## src/rtl/lsu_ctrl_pkg.sv

```systemverilog
// Shared definitions for the load/store sequencer: RISC-V load/store
// funct3 encodings, the controller state encoding and an access-size helper.
package lsu_ctrl_pkg;

    localparam logic [2:0] F3_LB  = 3'b000;
    localparam logic [2:0] F3_LH  = 3'b001;
    localparam logic [2:0] F3_LW  = 3'b010;
    localparam logic [2:0] F3_LD  = 3'b011;
    localparam logic [2:0] F3_LBU = 3'b100;
    localparam logic [2:0] F3_LHU = 3'b101;
    localparam logic [2:0] F3_LWU = 3'b110;
    localparam logic [2:0] F3_SB  = 3'b000;
    localparam logic [2:0] F3_SH  = 3'b001;
    localparam logic [2:0] F3_SW  = 3'b010;
    localparam logic [2:0] F3_SD  = 3'b011;

    typedef enum logic [1:0] {
        LSU_IDLE  = 2'd0,
        LSU_READ  = 2'd1,
        LSU_WRITE = 2'd2,
        LSU_RESP  = 2'd3
    } lsu_state_t;

    // Access size in bytes (1, 2, 4 or 8) from funct3[1:0].
    function automatic logic [3:0] access_size(input logic [2:0] funct3);
        return 4'd1 << funct3[1:0];
    endfunction

endpackage

```

## src/rtl/lsu_chk.sv

```systemverilog
// Request legality check, purely combinational.
//   we, funct3, off : request direction, funct3 and low address bits
//   misalign        : address not a multiple of the access size
//   illegal         : funct3 not valid for this direction / XLEN
//   full_width      : access covers the whole bus word
module lsu_chk import lsu_ctrl_pkg::*; #(
    parameter int XLEN = 32,
    localparam int AW = $clog2(XLEN / 8)
) (
    input  logic          we,
    input  logic [2:0]    funct3,
    input  logic [AW-1:0] off,
    output logic          misalign,
    output logic          illegal,
    output logic          full_width
);
    logic [3:0] size;

    always_comb begin
        size       = access_size(funct3);
        misalign   = |((size - 4'd1) & 4'(off));
        illegal    = ((funct3[1:0] == F3_LD[1:0]) && (XLEN == 32)) ||
                     (!we && (funct3 == 3'b111)) ||
                     (we && funct3[2]);
        full_width = (size == 4'(XLEN / 8));
    end
endmodule

```

## src/rtl/lu.sv

```systemverilog
// Load unit: extracts the addressed byte/half/word from a bus word and
// sign- or zero-extends it according to funct3.
//   off, funct3 : byte offset within the word and load type
//   data        : full bus word;  result : extended load value
module lu import lsu_ctrl_pkg::*; #(
    parameter int XLEN = 32,
    localparam int AW = $clog2(XLEN / 8)
) (
    input  logic [AW-1:0]   off,
    input  logic [2:0]      funct3,
    input  logic [XLEN-1:0] data,
    output logic [XLEN-1:0] result
);
    logic [XLEN-1:0] shifted;

    always_comb begin
        shifted = data >> {off, 3'b000};
        case (funct3)
            F3_LB:   result = XLEN'($signed(shifted[7:0]));
            F3_LH:   result = XLEN'($signed(shifted[15:0]));
            F3_LW:   result = XLEN'($signed(shifted[31:0]));
            F3_LD:   result = shifted;
            F3_LBU:  result = XLEN'(shifted[7:0]);
            F3_LHU:  result = XLEN'(shifted[15:0]);
            F3_LWU:  result = XLEN'(shifted[31:0]);
            default: result = '0;
        endcase
    end
endmodule

```

## src/rtl/su.sv

```systemverilog
// Store unit: merges right-aligned store data into an existing bus word at
// the addressed byte lanes.
//   off, funct3 : byte offset and store type
//   old, wdata  : previous bus word and store data;  merged : new bus word
module su import lsu_ctrl_pkg::*; #(
    parameter int XLEN = 32,
    localparam int AW = $clog2(XLEN / 8)
) (
    input  logic [AW-1:0]   off,
    input  logic [2:0]      funct3,
    input  logic [XLEN-1:0] old,
    input  logic [XLEN-1:0] wdata,
    output logic [XLEN-1:0] merged
);
    logic [XLEN-1:0] lanes;
    logic [XLEN-1:0] mask;
    logic [XLEN-1:0] shifted;

    always_comb begin
        case (funct3)
            F3_SB:   lanes = XLEN'(8'hFF);
            F3_SH:   lanes = XLEN'(16'hFFFF);
            F3_SW:   lanes = XLEN'(32'hFFFF_FFFF);
            F3_SD:   lanes = '1;
            default: lanes = '0;
        endcase
        mask    = lanes << {off, 3'b000};
        shifted = wdata << {off, 3'b000};
        merged  = (old & ~mask) | (shifted & mask);
    end
endmodule

```

## src/rtl/lsu_ctrl.sv

```systemverilog
// Load/store sequencer between execute and the data-memory bus. Accepts one
// request at a time, issues aligned full-width bus transactions (sub-word
// stores as read-modify-write) and returns a one-cycle completion pulse.
//   clk, rst_n                         : clock, async active-low reset
//   req_valid/ready/we/funct3/addr/wdata : request from the pipeline
//   rsp_valid/err/rdata                : completion pulse, error, load data
//   mem_req/we/addr/wdata, mem_ack/rdata : data-memory bus
module lsu_ctrl import lsu_ctrl_pkg::*; #(
    parameter int XLEN = 32,
    localparam int AW = $clog2(XLEN / 8)
) (
    input  logic            clk,
    input  logic            rst_n,
    input  logic            req_valid,
    output logic            req_ready,
    input  logic            req_we,
    input  logic [2:0]      req_funct3,
    input  logic [XLEN-1:0] req_addr,
    input  logic [XLEN-1:0] req_wdata,
    output logic            rsp_valid,
    output logic            rsp_err,
    output logic [XLEN-1:0] rsp_rdata,
    output logic            mem_req,
    output logic            mem_we,
    output logic [XLEN-1:0] mem_addr,
    output logic [XLEN-1:0] mem_wdata,
    input  logic            mem_ack,
    input  logic [XLEN-1:0] mem_rdata
);
    lsu_state_t      state_q, state_d;
    logic [AW-1:0]   off_q;
    logic [2:0]      funct3_q;
    logic            we_q, err_q;
    logic [XLEN-1:0] wdata_q, rd_q, mem_addr_q, mem_wdata_q;
    logic            misalign, illegal, full_width, accept;
    logic [XLEN-1:0] load_data, merged;

    lsu_chk #(.XLEN(XLEN)) u_chk (
        .we(req_we), .funct3(req_funct3), .off(req_addr[AW-1:0]),
        .misalign(misalign), .illegal(illegal), .full_width(full_width)
    );

    lu #(.XLEN(XLEN)) u_lu (
        .off(off_q), .funct3(funct3_q), .data(rd_q), .result(load_data)
    );

    // Merging straight from the bus read data lets the write word be
    // registered in the same edge that captures rd_q, so mem_wdata is
    // already stable on the first WRITE cycle.
    su #(.XLEN(XLEN)) u_su (
        .off(off_q), .funct3(funct3_q), .old(mem_rdata), .wdata(wdata_q),
        .merged(merged)
    );

    assign accept    = req_valid && (state_q == LSU_IDLE);
    assign mem_addr  = mem_addr_q;
    assign mem_wdata = mem_wdata_q;

    always_ff @(posedge clk or negedge rst_n) begin
        if (!rst_n) state_q <= LSU_IDLE;
        else        state_q <= state_d;
    end

    always_comb begin
        state_d   = state_q;
        req_ready = 1'b0;
        mem_req   = 1'b0;
        mem_we    = 1'b0;
        rsp_valid = 1'b0;
        case (state_q)
            LSU_IDLE: begin
                req_ready = 1'b1;
                if (req_valid) begin
                    if (misalign || illegal)      state_d = LSU_RESP;
                    else if (req_we && full_width) state_d = LSU_WRITE;
                    else                          state_d = LSU_READ;
                end
            end
            LSU_READ: begin
                mem_req = 1'b1;
                if (mem_ack) state_d = we_q ? LSU_WRITE : LSU_RESP;
            end
            LSU_WRITE: begin
                mem_req = 1'b1;
                mem_we  = 1'b1;
                if (mem_ack) state_d = LSU_RESP;
            end
            LSU_RESP: begin
                rsp_valid = 1'b1;
                state_d   = LSU_IDLE;
            end
            default: state_d = LSU_IDLE;
        endcase
        rsp_err   = rsp_valid && err_q;
        rsp_rdata = (rsp_valid && !we_q && !err_q) ? load_data : '0;
    end

    always_ff @(posedge clk or negedge rst_n) begin
        if (!rst_n) begin
            off_q       <= '0;
            funct3_q    <= '0;
            we_q        <= 1'b0;
            err_q       <= 1'b0;
            wdata_q     <= '0;
            rd_q        <= '0;
            mem_addr_q  <= '0;
            mem_wdata_q <= '0;
        end else begin
            if (accept) begin
                off_q       <= req_addr[AW-1:0];
                funct3_q    <= req_funct3;
                we_q        <= req_we;
                err_q       <= misalign || illegal;
                wdata_q     <= req_wdata;
                mem_addr_q  <= {req_addr[XLEN-1:AW], {AW{1'b0}}};
                // Full-width stores write this directly; sub-word stores
                // replace it with the merged word after the read.
                mem_wdata_q <= req_wdata;
            end
            if ((state_q == LSU_READ) && mem_ack) begin
                rd_q <= mem_rdata;
                if (we_q) mem_wdata_q <= merged;
            end
        end
    end
endmodule
```

## config.mk

```make
export PLATFORM = sky130hd
export DESIGN_NAME = lsu_ctrl
export DESIGN_NICKNAME = d
export VERILOG_FILES = /design/src/rtl/lsu_ctrl_pkg.sv /design/src/rtl/lsu_chk.sv /design/src/rtl/lu.sv /design/src/rtl/su.sv /design/src/rtl/lsu_ctrl.sv
export SDC_FILE = /design/constraint.sdc
export NUM_CORES = 1
export LEC_CHECK = 0
export CAP_MARGIN = 15
export CORE_UTILIZATION = 45
export DETAILED_ROUTE_END_ITERATION = 7
export PLACE_DENSITY = 0.77
export SETUP_SLACK_MARGIN = 0.5
export SLEW_MARGIN = 20
export SYNTH_ARGS = -nofsm -noshare
export SYNTH_HDL_FRONTEND = slang
export SYNTH_SLANG_ARGS = --single-unit
export TNS_END_PERCENT = 10
```

## constraint.sdc

```tcl
create_clock -name clk -period 6.6 [get_ports clk]
set_input_delay 1.32 -clock clk [delete_from_list [all_inputs] [get_ports clk]]
set_output_delay 1.32 -clock clk [all_outputs]
set_load 0.005 [all_outputs]
```

# After elaboration in Yosys (flattened, before gate mapping)
# Index checks and enable logic that the tools add are counted.
[word_totals]
reg_bits = 135
inputBits = 104
elab_cells = 72
[classes]
addsub = 1
eq_ne = 15
shifts = 4
n_mux = 17
bitwise_logic = 5
n_reduce_logical = 21
[op_table]
columns = ["op", "count"]
rows = [
  ["32-bit one-hot mux with 5 select lines", 1],
  ["32-bit 2-to-1 mux", 4],
  ["32-bit one-hot mux with 3 select lines", 1],
  ["32-bit AND", 2],
  ["32-bit by 5-bit left shift with 32-bit output", 2],
  ["32-bit inverter", 1],
  ["32-bit bitwise OR", 1],
  ["32-bit by 5-bit >> shifter with 32-bit output", 1],
  ["3-bit == test, second input constant", 4],
  ["2-bit 2-to-1 mux", 5],
  ["1-bit logical AND", 8],
  ["2-bit one-hot mux with 4 select lines", 1],
  ["2-bit == test, second input constant", 3],
  ["3-bit by 2-bit == test with 1-bit output, second input constant", 2],
  ["2-bit inequality test, second input constant", 3],
  ["1-bit 2-to-1 mux", 5],
  ["4-bit by 2-bit AND with 4-bit output", 1],
  ["4-bit by 3-bit == test with 1-bit output, second input constant", 1],
  ["2-bit OR reduction", 2],
  ["4-bit OR reduction", 1],
  ["1-bit by 2-bit left shift with 4-bit output, first input constant", 1],
  ["4-bit by 1-bit subtractor with 4-bit output, second input constant", 1],
  ["3-bit by 1-bit == test with 1-bit output, second input constant", 1],
  ["1-bit zero test", 3],
  ["other kinds (6)", 8],
]

# Depth between registers and ports, before layout
# Gate-level depths: netlist (run 1).
[logic_depth]
word_depth = 9
depth_mapped = 8

# Hierarchy
# Synthesis (run 1) repeated with hierarchy kept, for this count alone.
[unflattened]
cells_unflattened = 616
area_unflattened_um2 = 7603.5
[modules_own_cells]
columns = ["module", "instances", "cells_per_inst", "area_each_um2", "seq_area_each_um2"]
rows = [
  ["lsu_ctrl", 1, 415, 5833.1, 3378.2],
  ["su", 1, 88, 928.4, 0.0],
  ["lu", 1, 108, 812.0, 0.0],
  ["lsu_chk", 1, 5, 30.0, 0.0],
]

# Worst setup path before layout (run 1)
# OpenSTA, ideal clock, no wires.
[synth_timing]
path_kind = "reg2out"
startpoint = "register state_q[0]"
endpoint = "output rsp_rdata[16]"
arrival_time_ns = 1.762
t_required_ns = 5.280
setup_slack_ns = 3.518
stages_incl_launch_ff = 6
cell_sequence = "dfrtp_1 > ha_1 > or3b_2 > or3_1 > clkbuf_1 > o21ai_0"
[synth_between]
elab_chain_len = 5
[synth_rtl]
columns = ["item", "line_no", "source"]
rows = [
  ["start, declared", "lsu_ctrl.sv:30", "lsu_state_t state_q, state_d;"],
  ["start signal, assigned", "lsu_ctrl.sv:61", "else state_q <= state_d;"],
  ["2-bit == test", "lsu_ctrl.sv:70", "case (state_q)"],
  ["1-bit 2-to-1 mux", "lsu_ctrl.sv:70", ""],
  ["via rsp_valid", "lsu_ctrl.sv:20", "output logic rsp_valid,"],
  ["1-bit logical AND (2 in a row)", "lsu_ctrl.sv:95", "rsp_rdata = (rsp_valid && !we_q && !err_q) ? load_data : '0;"],
  ["32-bit 2-to-1 mux", "lsu_ctrl.sv:95", ""],
  ["end, declared", "lsu_ctrl.sv:22", "output logic [XLEN-1:0] rsp_rdata,"],
]
# The timed path passes the listed nets, and every way through them passes these cells.

# Final worst setup path (run 1)
[layout_timing]
startpoint = "register off_q[1]"
endpoint = "output rsp_rdata[11]"
[layout_between]
elab_chain_len = 3
[layout_rtl]
columns = ["item", "line_no", "source"]
rows = [
  ["start, declared", "lsu_ctrl.sv:31", "logic [AW-1:0] off_q;"],
  ["start signal, assigned", "lsu_ctrl.sv:110", "off_q <= req_addr[AW-1:0];"],
  ["32-bit by 5-bit >> shifter with 32-bit output", "lu.sv:17", "shifted = data >> {off, 3'b000};"],
  ["32-bit one-hot mux with 5 select lines", "lu.sv:18", "case (funct3)"],
  ["32-bit 2-to-1 mux", "lsu_ctrl.sv:95", ""],
]
# Every way passes these cells.

==> results of run 1 <==
## cell usage after synthesis, drive strengths merged
cell type	count
nor2b	9
nand2	193
nor3	6
or4	1
a211o	1
a211oi	41
clkbuf	30
dfrtp	135
o21a	1
nand3	10
o2111ai	1
nand3b	2
o22ai	1
or3	9
ha	5
a21oi	35
a2bb2oi	1
mux2	41
inv	3
and3	17
nor2	19
o21ai	24
a311oi	1
and2	10
o211a	8
mux4	8
o21bai	9
a21o	19
conb	1
mux2i	42
buf	23
nor4	2
nand2b	3
or3b	1
## worst max-delay path, cell delays in order (launching register included)
cell	delay (ns)
dfrtp_1	0.55
buf_4	0.46
nor2b_2	0.69
and2_1	0.21
o21ai_0	0.08
a21oi_1	0.20
clkdlybuf4s50_1	0.53
## stage by stage
stage / setup WS, ns / cell area, um^2 / cells / total power, W / hold slack [ns]
2_1_floorplan: 3.52 / 6980 / 713 / 0.00277 / 0.438
4_1_cts: 1.86 / 9640 / 1088 / 0.00464 / 0.476
3_5_place_dp: 2.35 / 9060 / 1056 / 0.00369 / 0.461
3_3_place_gp: 2.46 / 9060 / 1056 / 0.00364 / 0.458
6_report: 2.13 / 9650 / 1088 / 0.00463 / 0.475
5_1_grt: 1.91 / 9650 / 1088 / 0.00493 / 0.486
## flip-flops by register name, indices dropped and copies added, names as in the netlist
register	cells
mem_wdata	32
rd_q	32
funct3_q	3
we_q	1
off_q	2
state_q	2
err_q	1
mem_addr	30
wdata_q	32
## cell families (layout without fill, tap and decap cells)
family | Yosys count | in the layout | synth area share
AND/OR/NAND/NOR | 282 | 282 | 0.180
AO/OA/AOI/OAI | 142 | 142 | 0.136
flip-flops | 135 | 135 | 0.484
multiplexers | 91 | 91 | 0.156
buffers and inverters | 56 | 243 | 0.0353
adder cells (fa/ha/maj) | 5 | 5 | 0.00897
other | 1 | 2 | 0.000538
## cell type report
type                    instances  area [um^2]
clock buffers                  18          429
clock inverters                14          154
fillers                      1221         5500
inverters                       3         11.3
multi-input cells             522         3370
flip-flops and latches        135         3380
well taps                     188          235
repair buffers                208         2070
## per-layer routing
layer,wire length (um),GRT usage
met5,0,0
met4,506,0.0978
met3,1370,0.0548
met2,9060,0.386
met1,9340,0.376
## path summary, 6_finish.rpt
check / slack [ns] / from / depth (start not counted) / end
max in group asynchronous: 4.31 / rst_n / 2 / off_q[0]
setup / recovery: 2.13 / off_q[1] / 6 / rsp_rdata[11]
min in group asynchronous: 0.90 / rst_n / 1 / rd_q[25]
setup reg to reg: 3.79 / off_q[0] / 5 / mem_wdata[19]
hold reg to reg: 0.48 / mem_addr[16] / 2 / mem_addr[16]
hold / removal: 0.48 / mem_addr[16] / 2 / mem_addr[16]
## power by group through the flow
stage / Sequential [W] / Clock (W) / Combinational [W]
after floorplan: 0.00146 / 0 / 0.00131
after global routing: 0.00164 / 0.000978 / 0.00231
after detailed placement: 0.00160 / 0 / 0.00209
after CTS: 0.00159 / 0.000942 / 0.00211
final: 0.00160 / 0.000929 / 0.00211
after global placement: 0.00158 / 0 / 0.00206
==> reports/results.txt, run 1 <==
Max cap viols = 0
Dpl hpwl = 14300 um
Cells after synthesis = 712
Most frequent cells in the layout = clkdlybuf4s50_1 (201), nand2_1 (192), dfrtp_1 (134)
Post-CTS Setup Bufs = 0
Share of the synthesized area in the top cell type = 0.484
Startpoint Class = register
Max Clock Skew = 0.00760 ns
Crit share post-route = 0.677
Post-cts repair resize count = 0
Core ar. = 15100 um^2
WP data arrival = 3.15 ns
Layout area overhead = 38.4%
Final core occ = 0.637
Register share of total power = 0.345
Number of buffers added on ports = 202
Yosys warns = 0
Clock share of power = 0.201
Skew-Pair Late Insertion Delay = 0.42 ns
Max-slew headroom = 0.246
Crit path required time = 5.28 ns
Vias/cell = 5.53
Status = finished, final reports clean
PwrDens = 480 nW/um^2
Minimum clock period = 4.47 ns
Layout cell share with drive strength beyond 1 = 0.101
Leading area contributor after synthesis = dfrtp_1
Global route overflow = 0
Hold_buf cts = 0
Crit. End Element = output pin
Routability cong. = 0.843
Avg WL per Cell = 18.6 um
Pins Over Slew Limit = 0
Synth Register Bits = 135
Final WL = 20300 um
Int Power = 0.00292 W
# H-tree levels = 4
Unrepaired setup endpoints after global routing = no
I/O Pins = 205
Final hold vios = 0
Largest net degree at the start of global routing = 103
Via count = 6021
GRT Total Usage = 0.261
Setup violators final = 0
Yosys cell types = 43
Critical path peak fanout = 40
Seq/Total Area, Yosys = 0.484
Initial core utilization = 0.460
Clk root buf = clkbuf_16
Syn Area/Cell = 9.80 um^2
# rows = 45
Drt drc = 0
CTS buffer count = 17
Post-synth design cell area = 6970 um^2
TNS Setup = 0 ns
Sw power = 0.00171 W
Nets@finish = 996
Clock transition at path regs = 0.06 ns
LEAKAGE = 4.42 nW
Combinational share of power = 0.455
Max clock buf depth = 2
Die footprint = 16000 um^2
Antenna diodes = 0
Fmax = 224 MHz
Initial antenna violation count = 0
Synth top area cells = dfrtp_1 (48%), nand2_1 (10%), mux2_2 (6.6%)
CTS tree = yes
Commonest non-fill, non-tap cell in the layout = clkdlybuf4s50_1
1st-pass router iterations = 5
Worst hold path type = reg2reg
Vias in the first global route = 5780
Die Height = 126 um
Switching share of power = 0.369
Clock sinks = 135
Drt first-iter violations = 504
First-pass GRT wire length = 32100 um
Crit Path Category = reg2out
Final antenna-violating net count = 0
Die X = 126 um
Least-Margin Pin Slew = 1.12 ns
Peak VDD IR = 290 uV
Note: power is estimated with default switching activity, not from simulation.
==> run 2: changes to the inputs <==
Settings changed: CORE_UTILIZATION 45 to 43.
Clock period 6.6 ns to 3.8 ns, I/O delays scaled along.
==> run 2 against run 1 <==
Net effect:
- critical path depth decreased by 2
- highest routed layer unchanged
- cell count up 3.9%
- clock-buffer cell count did not move
- critical path type unchanged
- core utilization fell by 1.3 points
==> reports/results.txt, run 2 (synthesis results as in run 1) <==
Most frequent cells in the layout = clkdlybuf4s50_1 (197), nand2_1 (192), dfrtp_1 (133)
Die X = 129 um (+2.3%)
# rows = 46 (+2.2%)
TNS Setup = 0 ns (unchanged)
Max Clock Skew = 0.00734 ns (-0.000262 ns)
Final hold vios = 0 (unchanged)
Layout cell share with drive strength beyond 1 = 0.127 (+0.0258)
WP data arrival = 2.57 ns (-0.58 ns)
Setup violators final = 0 (unchanged)
Global route overflow = 0 (unchanged)
GR Layer Usage met2 = 0.401 (+0.0149)
CTS tree = yes
Fillers = 1330 (+8.9%)
PwrDens = 841 nW/um^2 (+75%)
LEAKAGE = 4.56 nW (+3.1%)
Hold_buf cts = 0 (unchanged)
Met3 Use GR = 0.0673 (+0.0125)
Core ar. = 15900 um^2 (+4.9%)
CP max stage delay = 0.56 ns (-0.13 ns)
Least-Margin Pin Slew = 0.829 ns (-0.296 ns)
Crit share post-route = 0.877
Initial antenna violation count = 0 (unchanged)
Die Height = 129 um (+2.3%)
Vias in the first global route = 5895 (+2.0%)
Avg WL per Cell = 18.5 um (-0.90%)
Max-slew headroom = 0.447 (+0.202)
Startpoint Class = register
Final WS setup = 0.466 ns (-1.67 ns)
Most Crowded Layer GR = met2
I/O Pins = 205 (unchanged)
Via count = 6060 (+0.65%)
Antenna diodes = 0 (unchanged)
Final WL = 20900 um (+2.9%)
Crit. End Element = output pin
Unrepaired setup endpoints after global routing = yes
Critical path cell sequence = mux2_2 -> or4_4 -> a21oi_1 -> clkdlybuf4s50_1
GRT Total Usage = 0.259 (-0.00236)
Drt first-iter violations = 468 (-7.1%)
Clk root buf = clkbuf_16
Minimum clock period = 3.33 ns
Peak VDD IR = 421 uV (+45%)
Max cap viols = 0 (unchanged)
Vias/cell = 5.36 (-3.1%)
Grt met1 use = 0.347 (-0.0296)
Initial core utilization = 0.439 (-0.0214)
Final antenna-violating net count = 0 (unchanged)
Commonest non-fill, non-tap cell in the layout = clkdlybuf4s50_1
Pre-CTS setup slack = 0.355 ns (-1.99 ns)
Routability cong. = 0.867 (+2.9%)
Dpl hpwl = 14700 um (+2.4%)
Crit path required time = 3.04 ns (-2.24 ns)
Layout area overhead = 42.1%
Largest net degree at the start of global routing = 90 (-13%)
Clock transition at path regs = 0.06 ns (about the same)
Worst hold path type = in2async
Drt drc = 0 (unchanged)
Crit Path Category = reg2out
Status = finished, final reports clean
Fmax = 300 MHz
CP top delay family = flip-flops
Max clock buf depth = 2 (unchanged)
Number of buffers added on ports = 202 (unchanged)
Clock sinks = 135 (unchanged)
# H-tree levels = 4 (unchanged)
Die footprint = 16700 um^2 (+4.6%)
Pins Over Slew Limit = 0 (unchanged)
CTS buffer count = 17 (unchanged)
Slowest CP cell = dfrtp_4
Nets@finish = 1010 (+1.4%)
First-pass GRT wire length = 32300 um (+0.41%)
Critical path peak fanout = 15 (-63%)
Skew-Pair Late Insertion Delay = 0.42 ns (about the same)
Worst Path Buf+Inv = 1 (-1)
1st-pass router iterations = 4 (-1)
[run 2: changes by cell type in the layout (fill, tap and decap cells not counted), sizes merged]
cell           delta
clkinvlp          -3
dlymetal6s2s      +1
clkinv            -1
o2111ai           +1
dlygate4sd2       +3
clkdlybuf4s50     -4
buf              +13
inv               +2
bufinv            +2
[run 2: final cells by class]
| type | instances | area [um^2] | area share |
|---|---|---|---|
| well taps | 216 | 270 | 0.0273 |
| multi-input cells | 523 | 3450 | 0.348 |
| inverters | 3 | 11.3 | 0.00114 |
| clock buffers | 18 | 429 | 0.0433 |
| clock inverters | 14 | 196 | 0.0198 |
| repair buffers | 221 | 2170 | 0.219 |
| flip-flops and latches | 135 | 3380 | 0.341 |
[run 2: final timing paths]
check / from / endpoint / slack, ns / cells past startpoint
min in group clk: mem_addr[24] / mem_addr[24] / 0.47 / 2
min: rst_n / mem_wdata[3] / 0.40 / 1
max: off_q[1] / rsp_rdata[10] / 0.47 / 4
min reg2reg: mem_addr[24] / mem_addr[24] / 0.47 / 2
max reg2reg: off_q[0] / mem_wdata[24] / 1.35 / 6
max in group asynchronous: rst_n / mem_addr[3] / 2.52 / 2
[run 2: what timing repair did]
item	in CTS	in global routing
gates cloned	1	0
endpoints found under the setup margin	32	29
pin swaps	3	2
buffers inserted	2	1
gates resized for setup	18	8
[run 2: metrics by stage]
| step | cell area, um^2 | utilization | hold WS [ns] | power [W] | instances |
|---|---|---|---|---|---|
| after global placement | 9170 | 0.577 | 0.456 | 0.00635 | 1094 |
| after global routing | 9910 | 0.624 | 0.465 | 0.00884 | 1130 |
| final | 9910 | 0.624 | 0.399 | 0.00833 | 1130 |
| after floorplan | 6980 | - | 0.438 | 0.00482 | 713 |
| after detailed placement | 9170 | 0.577 | 0.461 | 0.00641 | 1094 |
| after CTS | 9880 | 0.622 | 0.443 | 0.00830 | 1129 |
[run 2: power breakdown]
part / switching, W / internal, W
clock network: 0.000656 / 0.00110
registers: 0.000641 / 0.00215
logic: 0.00175 / 0.00204
[run 2: layer usage]
metal  vias to the layer above  share of wire
met3                        30          0.076
met5                         -              0
li1                       2871              -
met1                      2903           0.45
met4                         0          0.022
met2                       256           0.45
[run 2: worst register-to-register path, cell delays in order, from the launching register on]
cell and delay (ns):
dfrtp_2 0.45, buf_4 0.27, buf_6 0.27, o21a_1 0.22, o21bai_1 0.46, nand2_1 0.36, o211a_1 0.32
